--- src/rtl/vga_charmem_arbiter.sv ---
// Shares one single-port character/attribute RAM between the display fetch
// (absolute priority, never stalled) and a 2-entry buffered host requester.
module vga_charmem_arbiter #(
   parameter int ADDR_W       = 12,
   parameter int DATA_W       = 16,
   parameter int STARVE_LIMIT = 1024
) (
   input  logic              clk_i,
   input  logic              rst_ni,
   input  logic              fetch_req_i,
   input  logic [ADDR_W-1:0] fetch_addr_i,
   output logic [DATA_W-1:0] fetch_rdata_o,
   output logic              fetch_rvalid_o,
   input  logic              host_valid_i,
   output logic              host_ready_o,
   input  logic              host_we_i,
   input  logic [ADDR_W-1:0] host_addr_i,
   input  logic [DATA_W-1:0] host_wdata_i,
   input  logic [1:0]        host_be_i,
   output logic [DATA_W-1:0] host_rdata_o,
   output logic              host_rvalid_o,
   output logic              starve_o,
   input  logic              starve_clr_i,
   output logic              ram_en_o,
   output logic [1:0]        ram_we_o,
   output logic [ADDR_W-1:0] ram_addr_o,
   output logic [DATA_W-1:0] ram_wdata_o,
   input  logic [DATA_W-1:0] ram_rdata_i
);

   localparam int ENTRY_W = 1 + ADDR_W + DATA_W + 2;
   localparam int CNT_W   = $clog2(STARVE_LIMIT + 1);
   localparam logic [CNT_W-1:0] LIMIT    = CNT_W'(STARVE_LIMIT);
   localparam logic [CNT_W-1:0] LIMIT_M1 = CNT_W'(STARVE_LIMIT - 1);

   logic [ENTRY_W-1:0] fifo_q [2];
   logic               wr_ptr_q, rd_ptr_q;
   logic [1:0]         count_q, count_d;
   logic               ready_q;
   logic               push_s, pop_s, empty_s, stall_s;
   logic               head_we_s;
   logic [ADDR_W-1:0]  head_addr_s;
   logic [DATA_W-1:0]  head_wdata_s;
   logic [1:0]         head_be_s;
   logic               rd_issue_s, rd_owner_s;
   logic               rvalid_q, owner_q;
   logic [DATA_W-1:0]  fetch_hold_q, host_hold_q;
   logic [CNT_W-1:0]   starve_cnt_q, starve_cnt_d;
   logic               starve_q, starve_d, set_s;

   assign empty_s = (count_q == 2'd0);
   assign push_s  = host_valid_i & ready_q;
   assign pop_s   = ~fetch_req_i & ~empty_s;
   assign stall_s = fetch_req_i & ~empty_s;
   assign count_d = count_q + {1'b0, push_s} - {1'b0, pop_s};
   assign {head_we_s, head_addr_s, head_wdata_s, head_be_s} = fifo_q[rd_ptr_q];

   assign host_ready_o   = ready_q;
   assign fetch_rvalid_o = rvalid_q & ~owner_q;
   assign host_rvalid_o  = rvalid_q & owner_q;
   assign fetch_rdata_o  = fetch_rvalid_o ? ram_rdata_i : fetch_hold_q;
   assign host_rdata_o   = host_rvalid_o ? ram_rdata_i : host_hold_q;
   assign starve_o       = starve_q;

   // RAM port mux; held idle while reset is asserted so nothing reaches the RAM
   always_comb begin
      ram_en_o    = 1'b0;
      ram_we_o    = 2'b00;
      ram_addr_o  = '0;
      ram_wdata_o = '0;
      if (rst_ni && fetch_req_i) begin
         ram_en_o   = 1'b1;
         ram_addr_o = fetch_addr_i;
      end else if (rst_ni && !empty_s) begin
         ram_en_o    = 1'b1;
         ram_we_o    = head_we_s ? head_be_s : 2'b00;
         ram_addr_o  = head_addr_s;
         ram_wdata_o = head_wdata_s;
      end else begin
         ram_en_o = 1'b0;
      end
   end

   // owner tag: 1 = host read, 0 = fetch read
   always_comb begin
      rd_issue_s = 1'b0;
      rd_owner_s = 1'b0;
      if (fetch_req_i) begin
         rd_issue_s = 1'b1;
      end else if (!empty_s && !head_we_s) begin
         rd_issue_s = 1'b1;
         rd_owner_s = 1'b1;
      end else begin
         rd_issue_s = 1'b0;
      end
   end

   // starvation counter saturates at the limit; the set condition beats a clear
   always_comb begin
      starve_cnt_d = '0;
      if (stall_s) begin
         starve_cnt_d = (starve_cnt_q == LIMIT) ? starve_cnt_q : starve_cnt_q + 1'b1;
      end else begin
         starve_cnt_d = '0;
      end
      set_s = stall_s & (starve_cnt_q >= LIMIT_M1);
      if (set_s) begin
         starve_d = 1'b1;
      end else if (starve_clr_i) begin
         starve_d = 1'b0;
      end else begin
         starve_d = starve_q;
      end
   end

   // host request buffer and registered not-full flag
   always_ff @(posedge clk_i or negedge rst_ni) begin
      if (!rst_ni) begin
         fifo_q[0] <= '0;
         fifo_q[1] <= '0;
         wr_ptr_q  <= 1'b0;
         rd_ptr_q  <= 1'b0;
         count_q   <= 2'd0;
         ready_q   <= 1'b1;
      end else begin
         if (push_s) begin
            fifo_q[wr_ptr_q] <= {host_we_i, host_addr_i, host_wdata_i, host_be_i};
            wr_ptr_q         <= ~wr_ptr_q;
         end
         if (pop_s) begin
            rd_ptr_q <= ~rd_ptr_q;
         end
         count_q <= count_d;
         ready_q <= (count_d != 2'd2);
      end
   end

   // read return tagging, hold registers and starvation state
   always_ff @(posedge clk_i or negedge rst_ni) begin
      if (!rst_ni) begin
         rvalid_q     <= 1'b0;
         owner_q      <= 1'b0;
         fetch_hold_q <= '0;
         host_hold_q  <= '0;
         starve_cnt_q <= '0;
         starve_q     <= 1'b0;
      end else begin
         rvalid_q     <= rd_issue_s;
         owner_q      <= rd_owner_s;
         fetch_hold_q <= fetch_rdata_o;
         host_hold_q  <= host_rdata_o;
         starve_cnt_q <= starve_cnt_d;
         starve_q     <= starve_d;
      end
   end

endmodule

--- config.mk ---
export PLATFORM = sky130hd
export DESIGN_NAME = vga_charmem_arbiter
export DESIGN_NICKNAME = d
export VERILOG_FILES = /design/src/rtl/vga_charmem_arbiter.sv
export SDC_FILE = /design/constraint.sdc
export NUM_CORES = 1
export LEC_CHECK = 0
export BUFFER_PORTS_ARGS = -buffer_cell sky130_fd_sc_hd__buf_4
export CORE_ASPECT_RATIO = 0.75
export CORE_MARGIN = 2
export CORE_UTILIZATION = 48
export DETAILED_ROUTE_END_ITERATION = 8
export GPL_ROUTABILITY_DRIVEN = 0
export HOLD_SLACK_MARGIN = 0.08
export PLACE_DENSITY = 0.77
export RECOVER_POWER = 25
export SLEW_MARGIN = 20
export SYNTH_ARGS = -nofsm -noshare
export SYNTH_HDL_FRONTEND = slang
export SYNTH_SLANG_ARGS = --single-unit
--- constraint.sdc ---
create_clock -name clk_i -period 1.6 [get_ports clk_i]
set_input_delay 0.16 -clock clk_i [delete_from_list [all_inputs] [get_ports clk_i]]
set_output_delay 0.16 -clock clk_i [all_outputs]
set_load 0.005 [all_outputs]
==> results of run 1 <==
## path summary, 6_finish.rpt
path                                    to  slack [ns]  cells past startpoint            start
max in group asynchronous       fifo_q[14]        0.16                      4           rst_ni
min in group asynchronous       count_q[0]        0.47                      2           rst_ni
setup / recovery            ram_addr_o[10]       -0.15                      5         rd_ptr_q
hold / removal             starve_cnt_q[0]        0.24                      4      fetch_req_i
hold reg to reg            host_hold_q[15]        0.50                      1  host_hold_q[15]
setup reg to reg              host_ready_o        0.03                      7       count_q[1]
## where the power goes
group	internal (mW)	switching (mW)	total (mW)
Clock	2.35	1.25	3.60
Sequential	4.22	0.797	5.02
Combinational	4.07	2.63	6.70
Total	10.6	4.68	15.3
## repair_timing
item	4_1_cts	5_1_grt
gates resized for setup	75	20
endpoints found under the setup margin	63	68
buffers inserted	7	3
endpoints found under the hold margin	129	21
pin swaps	17	14
gates cloned	7	0
hold buffers	52	1
## through the flow
stage | setup slack [ns] | hold slack (ns) | cells | utilization (%) | total power [mW]
floorplan | 0.0356 | -0.136 | 378 | - | 7.81
global placement | 0.0564 | -0.0232 | 642 | 60.9 | 9.80
detailed placement | 0.000525 | -0.0235 | 642 | 60.9 | 10.1
CTS | -0.161 | 0.139 | 740 | 76.2 | 15.0
global route | -0.219 | 0.250 | 744 | 77.6 | 16.2
finish | -0.154 | 0.243 | 744 | 77.6 | 15.3
## routing by layer
metal / track usage (%) / vias to the layer above
li1: - / 1789
met1: 29.5 / 1908
met2: 41.7 / 132
met3: 7.52 / 12
met4: 9.77 / 0
met5: 0 / -
## final cells by class
type	count	share of cell area, %
well taps	136	2.16
repair buffers	217	25.2
multi-input cells	236	29.0
flip-flops and latches	113	35.9
clock inverters	11	1.43
clock buffers	21	5.83
inverters	10	0.476
## cell usage in the layout (no fill, tap or decap), types with 3 or more instances in the layout
cell type        n
mux2i_2          4
nand2_1         18
nor2_1          15
mux2_2          92
inv_1            9
buf_16           5
a21oi_1          9
mux2i_4         10
o21ai_2         10
o21ai_0          5
buf_4          138
buf_6            9
nor2_4           5
clkinv_2         6
clkbuf_16       17
clkbuf_1         3
clkinvlp_4       3
nand4_1          3
nand3_1          4
buf_12           7
dlygate4sd3_1   53
mux2i_1         14
dfrtp_1        110
## synth_stat cells, types with 2 or more instances
master | instances | area (um2)
mux2i_1 | 28 | 280
clkbuf_1 | 5 | 18.8
xnor2_1 | 3 | 26.3
mux2_1 | 2 | 22.5
or3_2 | 2 | 15.0
ha_1 | 4 | 50.1
or3_1 | 2 | 12.5
mux2_2 | 92 | 1040
a21oi_1 | 10 | 50.1
o21ai_0 | 17 | 85.1
buf_6 | 3 | 33.8
xor2_1 | 2 | 17.5
nor2_1 | 21 | 78.8
nand3_1 | 5 | 25.0
nand2_1 | 20 | 75.1
o31ai_1 | 2 | 15.0
nand4_1 | 3 | 18.8
dfrtp_1 | 112 | 2800
buf_2 | 10 | 50.1
nand2b_1 | 2 | 12.5
a31o_2 | 2 | 17.5
or4_1 | 2 | 15.0
inv_1 | 10 | 37.5
## registers in the layout, summed over array words and instances (netlist names)
| name | count |
|---|---|
| fifo_q | 62 |
| fetch_hold_q | 16 |
| host_hold_q | 16 |
| starve_cnt_q | 11 |
| count_q | 2 |
| host_ready_o | 1 |
| owner_q | 1 |
| rd_ptr_q | 1 |
| rvalid_q | 1 |
| starve_o | 1 |
| wr_ptr_q | 1 |
## critical path, stage by stage (launching register included)
cell and delay, ns:
dfrtp_2 0.46, buf_12 0.16, buf_16 0.14, mux2i_4 0.18
o21ai_2 0.12, buf_4 0.12
## cell families after synthesis
family	Yosys count	share of synthesized area (%)
muxes	122	26.9
and+or+nand+nor	65	6.37
xor gates and xnor gates	5	0.881
buffers and inverters	29	2.92
adders and majority gates	4	1.01
AOI/OAI and AO/OA	40	5.01
DFF	113	56.9
==> flow_summary.yaml, run 1 <==
placed_design:
  port_buffers: 130
  placed_area_um2: 6190
  hpwl_mm: 7.61
die:
  ios: 131
  die_w_um: 122
  rows: 32
  dieArea_um2: 11200
  initial_core_util_pct: 48.9
  die_y_um: 92.1
  core_um2: 10200
timing:
  tightest_slew_ns: 0.732
  fmax_ghz: 0.570
  final-hold-violation-count: 0
  setup_viol_count_final: 62
  relSlewSlack_pct: 51.2
  min_period_over_period_pct: 110
  setup_tns_ns: -6.86
  fin_crit_ns: 1.75
  rsz0062_at_grt: "yes"
  worst_slack_ns: -0.154
  skew_ns: 0.00742
  drv_slew: 0
logic_synthesis:
  syn_area_per_cell_um2: 13.2
  synth_nets: 446
  synth.cell_area_um2: 4970
  yosys.cell_types.count: 42
  async_flop_share_pct: 100
  synth_seq_cells: 113
  synth.yosys.seq_area_share_pct: 56.9
  synth_edf_count: 0
  synth_ff_type: "dfrtp_1"
  postSynthCellCount: 378
  ys_warn_count: 0
status:
  status: "finished, violations left"
  violations: "setup timing"
cells_and_area:
  syn2layout_area_growth_pct: 58.7
  nets: 663
  diodes: 0
  drive_gt1_share_pct: 55.4
  multi_input_area_um2: 2290
  num-fill-cells: 586
  fin_area_um2: 7890
  regArea_um2: 2830
critical_path:
  crit_type: "reg2out"
  end_kind: "output port"
  worstPathMaxFanout: 5
  worstPathArrival_ns: 1.59
  startpoint_type: "flop"
  cp_data_required_time_ns: 1.44
cts:
  cts-root-buf: "clkbuf_16"
  clockBufferDepth: 2
  h-tree-depth: 4
  cts_buffers: 17
  tritoncts: "yes"
  clkTransAtPathRegs_ns: 0.05
  cts_num_sinks: 113
  worst_skew_pair.late_latency_ns: 0.41
route:
  viasPerCell: 5.16
  postRouteAntennaNets: 0
  drt-total-wl_mm: 13.0
  wl_per_cell_um: 17.5
  wl_met1_mm: 5.50
  route.met3.wl_um: 751
  drc: 0
  drt_first_pass_iters: 4
  route.met2.wl_mm: 6.63
  vias: 3841
  drt-initial-drc-count: 139
  top_layer: "met4"
pwr:
  power_density_nw_per_um2: 1940
  ir_drop_mv: 0.920
  power.leakage_nw: 3.53
global_routing:
  overflow: 0
  grt_pass1_wl_mm: 20.9
  grt_pass1_vias: 4184
  grt_use_total_pct: 24.7
  grt_antenna_before_repair: 0
  grt_max_degree: 82
flow_run:
  maxCapViolCount: 0
hold_path:
  hold_class: "in2reg"
(Power assumes the default switching activity.)
==> inputs of run 2 (changes only) <==
--- a/config.mk
+++ b/config.mk
@@ -6,13 +6,15 @@
 export NUM_CORES = 1
 export LEC_CHECK = 0
 export BUFFER_PORTS_ARGS = -buffer_cell sky130_fd_sc_hd__buf_4
+export CELL_PAD_IN_SITES_DETAIL_PLACEMENT = 0
+export CELL_PAD_IN_SITES_GLOBAL_PLACEMENT = 1
 export CORE_ASPECT_RATIO = 0.75
 export CORE_MARGIN = 2
-export CORE_UTILIZATION = 48
+export CORE_UTILIZATION = 38
 export DETAILED_ROUTE_END_ITERATION = 8
 export GPL_ROUTABILITY_DRIVEN = 0
 export HOLD_SLACK_MARGIN = 0.08
-export PLACE_DENSITY = 0.77
+export PLACE_DENSITY_LB_ADDON = 0.1
 export RECOVER_POWER = 25
 export SLEW_MARGIN = 20
 export SYNTH_ARGS = -nofsm -noshare
==> flow_summary.yaml, run 2 (synthesis gave the netlist of run 1 again) <==
global_routing:
  overflow: 0
  grt_max_degree: 99
  grt_pass1_vias: 3708
  grt_use_total_pct: 17.7
  grt_pass1_wl_mm: 18.7
  grt_antenna_before_repair: 0
die:
  dieArea_um2: 14000
  core_um2: 12900
  initial_core_util_pct: 38.6
  die_y_um: 103
  ios: 131
  die_w_um: 136
  rows: 36
cells_and_area:
  fin_area_um2: 8190
  layout_common_cells: "buf_4, dfrtp_1, mux2_2"
  final_common_cell: "buf_4"
  top_regs: "fifo_q (62), fetch_hold_q (16), host_hold_q (16)"
  largest_reg_flops: 62
  nets: 660
  drive_gt1_share_pct: 57.0
  syn2layout_area_growth_pct: 64.8
  largest_register: "fifo_q"
  diodes: 0
cts:
  worst_skew_pair.late_latency_ns: 0.41
  h-tree-depth: 4
  cts_buffers: 17
  cts_num_sinks: 113
  tritoncts: "yes"
  clkTransAtPathRegs_ns: 0.05
  clockBufferDepth: 2
  cts-root-buf: "clkbuf_16"
status:
  violations: "setup timing"
  status: "finished, violations left"
placed_design:
  hpwl_mm: 7.72
  placed_area_um2: 6280
  port_buffers: 130
flow_run:
  maxCapViolCount: 0
timing:
  fin_crit_ns: 1.78
  skew_ns: 0.00589
  drv_slew: 0
  final-hold-violation-count: 0
  worst_slack_ns: -0.175
  setup_viol_count_final: 64
  fmax_ghz: 0.563
  setup_tns_ns: -6.32
  relSlewSlack_pct: 41.6
  min_period_over_period_pct: 111
  rsz0062_at_grt: "yes"
  tightest_slew_ns: 0.875
route:
  viasPerCell: 4.83
  drt_first_pass_iters: 4
  postRouteAntennaNets: 0
  vias: 3747
  drt-initial-drc-count: 138
  drc: 0
  wl_per_cell_um: 16.1
  drt-total-wl_mm: 12.5
critical_path:
  crit_type: "reg2out"
  cp_data_required_time_ns: 1.44
  worstPathMaxFanout: 9
  slowest_delay_ns: 0.38
  cpLargestDelayFamily: "flip-flops"
  end_kind: "output port"
  worstPathArrival_ns: 1.62
  startpoint_type: "flop"
  path_cells: "nand2b_4 > buf_12 > mux2_2 > buf_4"
  crit_buf_inv: 2
  cpMaxStageDelayCell: "dfrtp_1"
pwr:
  ir_drop_mv: 1.04
  power_density_nw_per_um2: 2000
  power_mw: 16.4
  power.leakage_nw: 3.72
hold_path:
  hold_class: "in2reg"
-- run 2: cell types whose count changed in the layout (fill, tap and decap cells not counted), sizes merged --
cell and change:
bufinv +3, clkinv -2, clkinvlp -1, clkdlybuf4s25 +1, clkbuf -1, dlygate4sd3 -4
-- run 2: final timing paths --
path	slack [ns]	endpoint	cells after the start	startpoint
max	-0.18	fetch_rdata_o[0]	4	owner_q
min	0.11	starve_o	3	fetch_req_i
max reg2reg	-0.05	host_ready_o	8	count_q[0]
min reg2reg	0.49	fetch_hold_q[13]	1	fetch_hold_q[13]
max in group asynchronous	0.33	rvalid_q	3	rst_ni
min in group asynchronous	0.37	fifo_q[0]	3	rst_ni
-- run 2: through the flow --
step	utilization, %	setup WS [ns]	hold slack, ns	instances
after floorplan	-	0.0356	-0.136	378
after global placement	48.7	0.0669	0.186	679
after detailed placement	48.7	0.0104	0.193	679
after CTS	60.1	-0.173	0.0910	767
after global routing	63.6	-0.246	0.110	775
final	63.6	-0.175	0.113	775
-- run 2: worst register-to-register path, cell delays in order, from the launching register on --
cell      delay [ns]
dfrtp_1         0.39
o21ba_4         0.26
buf_6           0.12
ha_4            0.25
inv_2           0.03
ha_4            0.16
xnor2_4         0.14
xnor2_2         0.14
nand2b_1        0.07
-- run 2: repair_timing --
action	in CTS	in global routing
cloned	2	2
endpoints found under the setup margin	63	70
pin swaps	6	11
endpoints found under the hold margin	210	0
buffers inserted	5	6
hold buffers	50	0
gates resized for setup	64	93
-- run 2: final cells by class --
type,count,area [um2]
inverter,10,37.5
fill,1005,4690
multi-input combinational,236,2430
tap,171,214
clock buffer,20,457
clock inverter,11,185
timing repair buffer,214,2040
sequential,113,2830
-- run 2: where the power goes --
part	switching, mW	internal, mW
Combinational	2.75	4.58
Clock	1.25	2.82
Sequential	0.782	4.22
Total	4.78	11.6
-- run 2: metal layers --
metal  part of all wire [%]  routed length [um]  vias to the layer above  track usage, %
met5                      0                   0                        -               0
met2                     48                5950                      106            28.2
met1                     46                5700                     1848            22.8
met3                    5.3                 661                       18            5.36
met4                    1.2                 153                        0            6.73
li1                       -                   -                     1775               -
==> inputs of run 3 (changes only) <==
--- a/config.mk
+++ b/config.mk
@@ -9,8 +9,7 @@
 export CELL_PAD_IN_SITES_DETAIL_PLACEMENT = 0
 export CELL_PAD_IN_SITES_GLOBAL_PLACEMENT = 1
 export CORE_ASPECT_RATIO = 0.75
-export CORE_MARGIN = 2
-export CORE_UTILIZATION = 38
+export CORE_UTILIZATION = 45
 export DETAILED_ROUTE_END_ITERATION = 8
 export GPL_ROUTABILITY_DRIVEN = 0
 export HOLD_SLACK_MARGIN = 0.08
==> constraint.sdc (replaced) <==
create_clock -name clk_i -period 2.15 [get_ports clk_i]
set_input_delay 0.215 -clock clk_i [delete_from_list [all_inputs] [get_ports clk_i]]
set_output_delay 0.215 -clock clk_i [all_outputs]
set_load 0.005 [all_outputs]
==> flow_summary.yaml, run 3 (synthesis gave the netlist of run 1 again) <==
status:
  status: "complete, no violations"
die:
  initial_core_util_pct: 47.2
  dieArea_um2: 11500
  die_y_um: 93.0
  die_w_um: 123
  ios: 131
  rows: 32
  core_um2: 10500
hold_path:
  hold_class: "in2reg"
flow_run:
  maxCapViolCount: 0
cts:
  clockBufferDepth: 2
  h-tree-depth: 4
  worst_skew_pair.late_latency_ns: 0.40
  post_cts_buffers: 0
  clkTransAtPathRegs_ns: 0.05
  cts_num_sinks: 113
  cts-root-buf: "clkbuf_16"
  tritoncts: "yes"
  cts_buffers: 17
cells_and_area:
  diodes: 0
  fin_util_pct: 69.2
  top_regs: "fifo_q (62), fetch_hold_q (16), host_hold_q (16)"
  largest_register: "fifo_q"
  final_common_cell: "buf_4"
  regArea_um2: 2830
  drive_gt1_share_pct: 47.3
  multi_input_area_um2: 2000
  largest_reg_flops: 62
  syn2layout_area_growth_pct: 46.5
  layout_common_cells: "buf_4, dfrtp_1, mux2_2"
  nets: 636
  num-fill-cells: 758
critical_path:
  worstPathMaxFanout: 19
  crit_type: "in2out"
  worstPathArrival_ns: 1.83
  end_kind: "output port"
  cp_data_required_time_ns: 1.93
  startpoint_type: "primary input"
timing:
  setup_viol_count_final: 0
  final-hold-violation-count: 0
  whs_ns: 0.165
  skew_ns: 0.00892
  min_period_over_period_pct: 95.1
  drv_slew: 0
  fmax_ghz: 0.489
  setup_tns_ns: 0
  relSlewSlack_pct: 47.2
  tightest_slew_ns: 0.785
  fin_crit_ns: 2.04
  rsz0062_at_grt: "no"
global_routing:
  grt_pass1_wl_mm: 18.0
  grt_use_total_pct: 20.7
  grt_pass1_vias: 3731
  grt_antenna_before_repair: 0
  overflow: 0
  grt_max_degree: 111
route:
  drt-total-wl_mm: 11.0
  drc: 0
  drt-initial-drc-count: 90
  viasPerCell: 5.03
  postRouteAntennaNets: 0
  wl_per_cell_um: 15.4
  drt_first_pass_iters: 4
  vias: 3606
placed_design:
  hpwl_mm: 6.95
  port_buffers: 130
pwr:
  power_density_nw_per_um2: 1430
  power.leakage_nw: 3.36
  ir_drop_mv: 0.753
[run 3: cell count changes in the layout (fill, tap and decap cells not counted), sizes merged]
| cell | before | now |
|---|---|---|
| buf | 161 | 140 |
| clkbuf | 23 | 22 |
| clkdlybuf4s25 | 1 | 0 |
| clkinv | 4 | 3 |
| dlygate4sd3 | 49 | 50 |
[run 3: worst max-delay path: stages]
cell,delay [ns]
dlygate4sd3_1,0.55
buf_4,0.16
o21ba_2,0.26
nand2_1,0.08
buf_4,0.21
o21ai_0,0.21
buf_4,0.14
[run 3: layer usage]
layer  vias up  wire (um)  part of all wire, %  global-route usage [%]
met1      1762       4910                   44                    25.7
met5         -          0                    0                       0
met4         0        131                  1.2                    9.14
li1       1730          -                    -                       -
met2       102       5340                   48                    33.9
met3        12        659                  6.0                    5.61
[run 3: report_power, final]
part / total (mW) / internal, mW / leakage, nW / switching, mW
Clock: 3.06 / 2.14 / 0.316 / 0.924
Sequential: 3.59 / 3.13 / 1.35 / 0.455
Combinational: 3.76 / 2.24 / 1.69 / 1.52
[run 3: metrics by stage]
step	std cells	setup slack (ns)	power [mW]	area (um2)
after global routing	717	0.0169	11.1	7280
after CTS	717	0.118	10.5	7280
final	717	0.105	10.4	7280
after detailed placement	635	0.477	7.34	6130
after global placement	635	0.535	7.19	6130
after floorplan	378	0.586	5.81	4970
[run 3: worst paths after layout]
path / from / cells past startpoint / endpoint / slack [ns]
max: fetch_req_i / 7 / ram_addr_o[1] / 0.11
min: host_valid_i / 4 / wr_ptr_q / 0.17
max reg2reg: count_q[1] / 7 / host_ready_o / 0.47
min reg2reg: host_hold_q[5] / 1 / host_hold_q[5] / 0.49
max in group asynchronous: rst_ni / 3 / rd_ptr_q / 1.16
min in group asynchronous: rst_ni / 2 / count_q[1] / 0.18
[run 3: final cells by class]
cell class              count  share of cell area, %
clock buffers              22                   6.51
flip-flops and latches    113                   38.9
inverters                  10                  0.515
well taps                 136                   2.34
clock inverters            10                   2.47
multi-input cells         236                   27.5
repair buffers            190                   21.8
[run 3: what timing repair did]
action / 4_1_cts / 5_1_grt
gates resized for setup: 0 / 0
hold endpoints to repair: 208 / 0
hold buffers: 50 / 0
